`config.mk`:
```
export PLATFORM = sky130hd
export DESIGN_NAME = fphub_mult_arbiter
export DESIGN_NICKNAME = d
export VERILOG_FILES = /design/src/rtl/fphub_pkg.sv /design/src/rtl/FPHUB_mult.sv /design/src/rtl/fphub_rr_arbiter.sv /design/src/rtl/fphub_mult_arbiter.sv
export SDC_FILE = /design/constraint.sdc
export NUM_CORES = 1
export LEC_CHECK = 0
export ABC_AREA = 1
export CAP_MARGIN = 30
export CORE_AREA = 2 2 158 160
export DETAILED_ROUTE_END_ITERATION = 10
export DIE_AREA = 0 0 160 162
export HOLD_SLACK_MARGIN = 0.08
export PLACE_DENSITY = 0.66
export SLEW_MARGIN = 20
export SYNTH_ARGS = -nofsm -noshare
export SYNTH_HDL_FRONTEND = slang
export SYNTH_SLANG_ARGS = --single-unit
```
`constraint.sdc`:
```
create_clock -name clk_i -period 10.33 [get_ports clk_i]
set_input_delay 2.5825 -clock clk_i [delete_from_list [all_inputs] [get_ports clk_i]]
set_output_delay 2.5825 -clock clk_i [all_outputs]
set_load 0.01 [all_outputs]
```
`src/rtl/fphub_pkg.sv`:
```
// Shared types and helpers for the HUB multiplier arbiter: format geometry,
// FPnew-style status flags, the pipeline entry record and the flag generator.
package fphub_pkg;

  typedef enum logic [2:0] {
    FP32    = 3'd0,
    FP64    = 3'd1,
    FP16    = 3'd2,
    FP8     = 3'd3,
    FP16ALT = 3'd4
  } fp_format_e;

  typedef struct packed {
    logic NV;
    logic DZ;
    logic OF;
    logic UF;
    logic NX;
  } status_t;

  // Entries are sized for the widest format/requester count so one record type serves every instance.
  localparam int WIDTH_MAX   = 64;
  localparam int OWNER_W_MAX = 8;

  typedef struct packed {
    logic                   valid;
    logic [OWNER_W_MAX-1:0] owner;
    logic [WIDTH_MAX-1:0]   result;
    status_t                status;
  } pipe_entry_t;

  function automatic int exp_bits(input fp_format_e fmt);
    case (fmt)
      FP32:    return 8;
      FP64:    return 11;
      FP16:    return 5;
      FP8:     return 5;
      FP16ALT: return 8;
      default: return 5;
    endcase
  endfunction

  function automatic int man_bits(input fp_format_e fmt);
    case (fmt)
      FP32:    return 23;
      FP64:    return 52;
      FP16:    return 10;
      FP8:     return 2;
      FP16ALT: return 7;
      default: return 10;
    endcase
  endfunction

  function automatic int fp_width(input fp_format_e fmt);
    return exp_bits(fmt) + man_bits(fmt) + 1;
  endfunction

  // Saturated magnitude flags overflow, flushed magnitude flags underflow.
  function automatic status_t hub_flags(input logic [WIDTH_MAX-1:0] z, input int width);
    status_t s;
    logic    all_ones;
    logic    all_zeros;
    s         = '0;
    all_ones  = 1'b1;
    all_zeros = 1'b1;
    for (int b = 0; b < WIDTH_MAX; b++) begin
      if (b < width - 1) begin
        all_ones  = all_ones & z[b];
        all_zeros = all_zeros & ~z[b];
      end
    end
    s.OF = all_ones;
    s.UF = all_zeros;
    return s;
  endfunction

endpackage

```
`src/rtl/FPHUB_mult.sv`:
```
// Combinational HUB floating-point multiplier: significands carry an implicit
// trailing one, so round-to-nearest reduces to truncation after normalisation.
module FPHUB_mult #(
  parameter  int E = 5,
  parameter  int M = 10,
  localparam int W = E + M + 1
) (
  input  logic [W-1:0] X,
  input  logic [W-1:0] Y,
  output logic [W-1:0] Z
);

  localparam int SW = M + 2;
  localparam int PW = 2 * SW;
  localparam logic [E+1:0] BIAS    = (E+2)'(2**(E-1) - 1);
  localparam logic [E+1:0] EXP_SAT = (E+2)'(2**(E-1) - 1 + 2**E - 1);

  logic          w_sign;
  logic          w_zero_in;
  logic          w_norm;
  logic [E-1:0]  w_ex;
  logic [E-1:0]  w_ey;
  logic [SW-1:0] w_mx;
  logic [SW-1:0] w_my;
  logic [PW-1:0] w_prod;
  logic [E+1:0]  w_exp_sum;
  logic [E-1:0]  w_exp_res;
  logic [M-1:0]  w_man;
  logic          w_prod_unused;

  assign w_sign    = X[W-1] ^ Y[W-1];
  assign w_ex      = X[W-2:M];
  assign w_ey      = Y[W-2:M];
  assign w_zero_in = (w_ex == '0) || (w_ey == '0);
  assign w_mx      = {1'b1, X[M-1:0], 1'b1};
  assign w_my      = {1'b1, Y[M-1:0], 1'b1};
  assign w_prod    = {{SW{1'b0}}, w_mx} * {{SW{1'b0}}, w_my};

  // Product lies in [1,4): one normalisation step at most.
  assign w_norm    = w_prod[PW-1];
  assign w_man     = w_norm ? w_prod[PW-2 -: M] : w_prod[PW-3 -: M];
  assign w_exp_sum = {2'b00, w_ex} + {2'b00, w_ey} + {{(E+1){1'b0}}, w_norm};
  assign w_exp_res = E'(w_exp_sum - BIAS);

  assign w_prod_unused = ^w_prod[PW-M-3:0];

  always_comb begin
    Z = {w_sign, w_exp_res, w_man};
    if (w_zero_in || (w_exp_sum <= BIAS)) begin
      Z = {w_sign, {(W-1){1'b0}}};
    end else if (w_exp_sum >= EXP_SAT) begin
      Z = {w_sign, {(W-1){1'b1}}};
    end
  end

endmodule

```
`src/rtl/fphub_rr_arbiter.sv`:
```
// Round-robin arbiter: lowest requester at or above the pointer wins, else the
// lowest overall; the pointer moves past the winner only when enabled.
module fphub_rr_arbiter #(
  parameter  int NUM_REQ = 4,
  localparam int IDX_W   = (NUM_REQ > 1) ? $clog2(NUM_REQ) : 1
) (
  input  logic               clk_i,
  input  logic               rst_ni,
  input  logic [NUM_REQ-1:0] req_i,
  input  logic               enable_i,
  output logic [IDX_W-1:0]   ptr_o,
  output logic [NUM_REQ-1:0] grant_o,
  output logic [IDX_W-1:0]   grant_idx_o
);

  logic [IDX_W-1:0]   r_ptr;
  logic [NUM_REQ-1:0] w_mask;
  logic [NUM_REQ-1:0] w_req_hi;
  logic [NUM_REQ-1:0] w_pick;
  logic [NUM_REQ-1:0] w_onehot;
  logic [IDX_W-1:0]   w_idx;

  genvar gi;
  generate
    for (gi = 0; gi < NUM_REQ; gi++) begin : g_mask
      assign w_mask[gi] = (IDX_W'(gi) >= r_ptr);
    end
  endgenerate

  assign w_req_hi = req_i & w_mask;
  assign w_pick   = (|w_req_hi) ? w_req_hi : req_i;
  assign w_onehot = w_pick & (~w_pick + NUM_REQ'(1));

  always_comb begin
    w_idx = '0;
    for (int i = NUM_REQ - 1; i >= 0; i--) begin
      if (w_pick[i]) begin
        w_idx = IDX_W'(i);
      end
    end
  end

  assign grant_o     = enable_i ? w_onehot : '0;
  assign grant_idx_o = w_idx;
  assign ptr_o       = r_ptr;

  always_ff @(posedge clk_i) begin
    if (!rst_ni) begin
      r_ptr <= '0;
    end else if (enable_i && (|req_i)) begin
      r_ptr <= (w_idx == IDX_W'(NUM_REQ - 1)) ? '0 : w_idx + IDX_W'(1);
    end
  end

endmodule

```
`src/rtl/fphub_mult_arbiter.sv`:
```
// Shares one combinational HUB multiplier among NUM_REQ requesters through a
// round-robin grant and a PIPE_DEPTH-stage result pipeline with a common stall.
module fphub_mult_arbiter
  import fphub_pkg::*;
#(
  parameter fp_format_e FpFormat   = FP16,
  parameter int         WIDTH      = fp_width(FpFormat),
  parameter int         E          = exp_bits(FpFormat),
  parameter int         M          = man_bits(FpFormat),
  parameter int         NUM_REQ    = 4,
  parameter int         PIPE_DEPTH = 2
) (
  input  logic                              clk_i,
  input  logic                              rst_ni,
  input  logic                              flush_i,
  input  logic [NUM_REQ-1:0]                in_valid_i,
  output logic [NUM_REQ-1:0]                in_ready_o,
  input  logic [NUM_REQ-1:0][1:0][WIDTH-1:0] operands_i,
  output logic [WIDTH-1:0]                  result_o,
  output status_t                           status_o,
  output logic [NUM_REQ-1:0]                out_valid_o,
  input  logic [NUM_REQ-1:0]                out_ready_i
);

  localparam int IDX_W = (NUM_REQ > 1) ? $clog2(NUM_REQ) : 1;

  pipe_entry_t        r_pipe [PIPE_DEPTH];
  pipe_entry_t        w_last;
  pipe_entry_t        w_stage0;
  logic               w_head_accept;
  logic               w_stall;
  logic               w_enable;
  logic [NUM_REQ-1:0] w_grant;
  logic [IDX_W-1:0]   w_grant_idx;
  logic [IDX_W-1:0]   w_arb_ptr_unused;
  logic [WIDTH-1:0]   w_op_x;
  logic [WIDTH-1:0]   w_op_y;
  logic [WIDTH-1:0]   w_z;

  assign w_last = r_pipe[PIPE_DEPTH-1];

  genvar gi;
  generate
    for (gi = 0; gi < NUM_REQ; gi++) begin : g_out_valid
      assign out_valid_o[gi] = w_last.valid && (w_last.owner == OWNER_W_MAX'(gi));
    end
    if (WIDTH < WIDTH_MAX) begin : g_result_pad
      logic w_result_unused;
      assign w_result_unused = ^w_last.result[WIDTH_MAX-1:WIDTH];
    end
  endgenerate

  // Granting is held off during reset, flush and whenever the head is blocked.
  assign w_head_accept = |(out_valid_o & out_ready_i);
  assign w_stall       = w_last.valid && !w_head_accept;
  assign w_enable      = rst_ni && !flush_i && !w_stall;

  fphub_rr_arbiter #(
    .NUM_REQ (NUM_REQ)
  ) u_arb (
    .clk_i       (clk_i),
    .rst_ni      (rst_ni),
    .req_i       (in_valid_i),
    .enable_i    (w_enable),
    .ptr_o       (w_arb_ptr_unused),
    .grant_o     (w_grant),
    .grant_idx_o (w_grant_idx)
  );

  assign in_ready_o = w_grant;
  assign w_op_x     = operands_i[w_grant_idx][0];
  assign w_op_y     = operands_i[w_grant_idx][1];

  FPHUB_mult #(
    .E (E),
    .M (M)
  ) u_mult (
    .X (w_op_x),
    .Y (w_op_y),
    .Z (w_z)
  );

  always_comb begin
    w_stage0 = '0;
    if (|w_grant) begin
      w_stage0.valid  = 1'b1;
      w_stage0.owner  = OWNER_W_MAX'(w_grant_idx);
      w_stage0.result = WIDTH_MAX'(w_z);
      w_stage0.status = hub_flags(WIDTH_MAX'(w_z), WIDTH);
    end
  end

  // Flush wins over stall; bubbles travel with the data rather than collapsing.
  always_ff @(posedge clk_i) begin
    if (!rst_ni || flush_i) begin
      for (int k = 0; k < PIPE_DEPTH; k++) begin
        r_pipe[k] <= '0;
      end
    end else if (!w_stall) begin
      r_pipe[0] <= w_stage0;
      for (int k = 1; k < PIPE_DEPTH; k++) begin
        r_pipe[k] <= r_pipe[k-1];
      end
    end
  end

  assign result_o = w_last.valid ? w_last.result[WIDTH-1:0] : '0;
  assign status_o = w_last.valid ? w_last.status : '0;

endmodule

```
== Word-level counts from Yosys, hierarchy flattened ==
Memories as Yosys holds them, arrays and structs flattened.
Index checks and enable logic that the tools add are counted.
Widths: inputs -> output; s select.
Storage, ports and cells
  memories kept: 1
  register bits: 2
  logic and storage cells: 141
  input port bits: 139
  bits in writable memories: 156
  output and inout port bits: 29
Memories
  r_pipe: depth 2, width 78, rd ports 2, clocked after memory_dff 0, wr ports 2, RTL line fphub_mult_arbiter.sv:27  | pipe_entry_t r_pipe [PIPE_DEPTH];
Operators by class
  reductions and logical operators: 22
  bitwise gates (word level): 50
  mux-type cells: 50
  $add $sub $neg: 5
  $mul: 1
  order comparisons: 7
  equal/unequal tests: 4
Operator list (number)
  $mux 78: 3
  $bmux 32 s2: 1
  $mux 1: 33
  $mux 32: 1
  $mux 15: 2
  $and 1x1->1: 28
  $mul 12x12->24: 1
  $eq 8x2->1 const B: 2
  $mux 16: 1
  $reduce_or 4->1: 4
  $not 1->1: 15
  $and 4x4->4: 3
  $logic_not 5->1: 2
  $mux 10: 1
  $mux 2: 5
  $eq 8x1->1 const B: 1
  $logic_and 1x1->1: 8
  $logic_not 8->1: 1
  $mux 4: 2
  $add 6x1->7: 1
  $ge 7x6->1 const B: 1
  $le 7x4->1 const B: 1
  $add 5x5->6: 1
  $mux 5: 1
  other kinds (12): 20

== Logic depth before layout (Yosys ltp) ==
  word-level depth: 46
  depth in mapped cells: 50

== Modules after synthesis ==
A second synthesis with hierarchy kept.
Second synthesis, totals
  cells, all modules: 1213
  area total of the unflattened synthesis: 8486.9 µm²
Modules (own cells, without submodules)
  FPHUB_mult: area an instance 5380.2 µm², seq. area each 0.0 µm², instances 1, cells an instance 784
  fphub_mult_arbiter: area an instance 2845.2 µm², seq. area each 1261.2 µm², instances 1, cells an instance 388
  fphub_rr_arbiter: area an instance 261.5 µm², seq. area each 40.0 µm², instances 1, cells an instance 41

== Least setup slack after synthesis ==
No wires, ideal clock.
  kind: in2reg
  from: input in_valid_i[2]
  to: memory r_pipe[0][2] in the netlist's numbering, data pin
  data arrival time: 10.924 ns
  stages on the path: 38
  setup time: 0.138 ns
  setup slack: -0.732 ns
  data required time: 10.192 ns
  path through: nand2_2 -> a31oi_4 -> nand2_4 -> buf_6 -> buf_6 -> buf_2 -> or2_2 -> a32oi_1 -> inv_1 -> fa_1 -> fa_1 -> fa_1 -> fa_1 -> inv_1 -> fa_1 -> inv_1 -> ha_1 -> a21oi_1 -> [2 not listed] -> o21a_1 -> nand2_2 -> nand2_2 -> nand2_2 -> buf_6 -> fa_1 -> fa_1 -> a21oi_1 -> o21ai_0 -> xnor2_1 -> a21oi_1 -> clkinv_1 -> nand3_1 -> nand3_1 -> nor2_1 -> nand2_1 -> nand3b_1 -> nor2_1
RTL lines
  start: declaration: RTL line fphub_mult_arbiter.sv:16  | input logic [NUM_REQ-1:0] in_valid_i,
  end: declaration: RTL line fphub_mult_arbiter.sv:27

==> reports/metrics.yaml <==
clockBufferDepth: 2
dp.cells: 1749
max_slew_margin: 0.416
cts_hold_buf: 0
synth.area.top_cells: "fa_1 24%, edfxtp_1 15%, inv_1 11%"
setup_viol_count_final: 0
fin_nets: 1778
overflow: 0
cts_buffers: 5
cts_max_level: 2
path_delay_family: "adder cells"
cts.sinks: 44
start_util: 0.348
min_from: "r_pipe[0][17]$_SDFFCE_PN0P_"
fin_cells: 1799
hold_viol: 0
core_um2: 24100
worst_path_largest_cell_delay_ns: 0.60
avgSynthCellArea_um2: 7.43
grt_max_degree: 43
slowest_stage: "fa_2"
antenna_found_initial: 0
holdCritPathClass: "flip-flop to flip-flop"
critPathBufInv: 11
synth_seq_area_share: 0.155
track_usage: 0.196
fmax_ghz: 0.0975
io_pins: 168
diodes: 0
grt_pass1_vias: 8742
maxCapViolations: 0
firstDrtPassIters: 5
arrival_ns: 10.30
port_buffers: 164
via_per_inst: 4.71
worst-setup-path-type: "primary input to flip-flop"
drc_errors: 0
drive_above_1_share: 0.285
ys_types: 53
clkLatencyLatePin_ns: 0.28
path_clk_slew_ns: 0.06
die_w_um: 160
tns_ns: 0
dieArea_um2: 25900
num_vias: 8468
drt_iter0_drc: 472
outcome: "complete, no violations"
syn_area_um2: 8390
drt_wl_total_mm: 25.6
worst_setup_path_end_kind: "flip-flop"
dpl.hpwl_mm: 21.0
path_max_fanout: 8
slew_viol_final: 0
cts_tree: "done"
yosysTopAreaCell: "fa_1"
rows: 57
required_ns: 10.37
startpoint_type: "primary input"
post-route-period-util: 0.993
die_h_um: 162
fin_skew_ns: 0.00473
worstReg2RegStart: "u_arb.ptr_o[1]$_SDFFE_PN0P_"
place.gp.congestion: 0.929
ys_warn_count: 0
drtAntennaViolNets: 0
synth_top_area_frac: 0.236
min_period_ns: 10.26
rsz0062_at_grt: "yes"
wl_per_cell_um: 14.2
cp-startpoint: "in_valid_i[1]"
syn_inst: 1129
ys_ff_latch: 44
syn2layout_area_growth_pct: 54.5
worstMarginPinSlew_ns: 0.874
root_buffer: "clkbuf_16"
grt_pass1_wl_mm: 41.8
==> worst paths after layout <==
path,end,slack (ns),depth (start not counted)
min,r_pipe[0][95]$_SDFFCE_PN0P_,0.54,2
max reg2reg,r_pipe[0][1]$_SDFFCE_PN0P_,1.96,42
min reg2reg,r_pipe[0][95]$_SDFFCE_PN0P_,0.54,2
max,r_pipe[0][1]$_SDFFCE_PN0P_,0.07,42
==> placed cells by master (no fill, tap or decap), drive strengths merged, types with 24 or more instances in the layout <==
cell	instances
edfxtp	42
clkdlybuf4s50	160
ha	66
nor2	154
fa	99
a21oi	38
nand2	238
or2	24
o21ai	40
nand3	46
inv	259
buf	204
==> routing by layer <==
metal	wire [µm]	track usage	share of wire
met1	11200	0.252	0.44
met2	12500	0.354	0.49
met3	1240	0.0181	0.048
met4	663	0.0500	0.026
met5	0	0	0
==> repair_timing <==
action                     in CTS  in global routing
setup buffers                  17                 21
setup endpoints to repair      17                 17
cloned                          2                  2
pin swaps                      35                 71
gates resized for setup        57                122
==> stage by stage <==
step	hold slack, ns	setup WS (ns)	cell area [µm²]	util
2_1_floorplan	0.514	0.000134	8740	-
5_1_grt	0.566	-0.245	13000	0.538
6_report	0.544	0.0701	13000	0.538
3_3_place_gp	0.525	-0.651	11800	0.491
4_1_cts	0.546	-0.0490	12300	0.511
3_5_place_dp	0.531	-0.745	11800	0.491
==> layout make-up <==
cell class	instances	area (µm²)
Multi-Input combinational cell	795	6660
Clock inverter	3	47.5
Sequential cell	44	1300
Inverter	262	1010
Timing Repair Buffer	366	3410
Fill cell	2242	11100
Clock buffer	5	125
Tap cell	324	405
==> worst reg2reg max path: cells and delay by family (launching register included) <==
| kind | cells | cell delay, ns |
|---|---|---|
| adder cells (fa/ha/maj) | 8 | 3.34 |
| AO/OA/AOI/OAI | 9 | 1.86 |
| AND/OR/NAND/NOR | 14 | 1.33 |
| buffers and inverters | 11 | 1.21 |
| flip-flops | 1 | 0.39 |
==> cell families (layout without fill, tap and decap cells) <==
| logic type | Yosys count | count (layout) | synth area share |
|---|---|---|---|
| AO/OA/AOI/OAI | 115 | 115 | 0.0938 |
| buffers and inverters | 292 | 636 | 0.140 |
| other | 1 | 3 | 0.000447 |
| XOR/XNOR | 11 | 11 | 0.0115 |
| AND/OR/NAND/NOR | 501 | 501 | 0.264 |
| adder cells (fa/ha/maj) | 165 | 165 | 0.335 |
| flip-flops | 44 | 44 | 0.155 |
==> state kept, by name (all words and copies together), names as in the netlist <==
signal,cells
r_pipe,42
u_arb.ptr_o,2
==> synth_stat cells (all sizes together) <==
library cell and instances:
and2 1, ha 66, nor2 154, a31oi 1, conb 1, o211a 1
nor3b 2, o31ai 1, clkbuf 8, a21boi 1, xnor2 4, dfxtp 2
xor2 7, nand4 9, a21oi 38, inv 257, a32o 2, a221oi 1
o22ai 5, edfxtp 42, o211ai 2, fa 99, o21a 2, buf 22
clkinv 5, nand3 46, o311ai 1, nand2 238, o21ai 40, or2 24
a22oi 1, a32oi 17, o21bai 2, nor3 19, nor4 3, nand3b 5
Power is left out: the tool's default activity adds up to more than one toggle a clock period on the data nets, which glitch-free logic cannot reach.
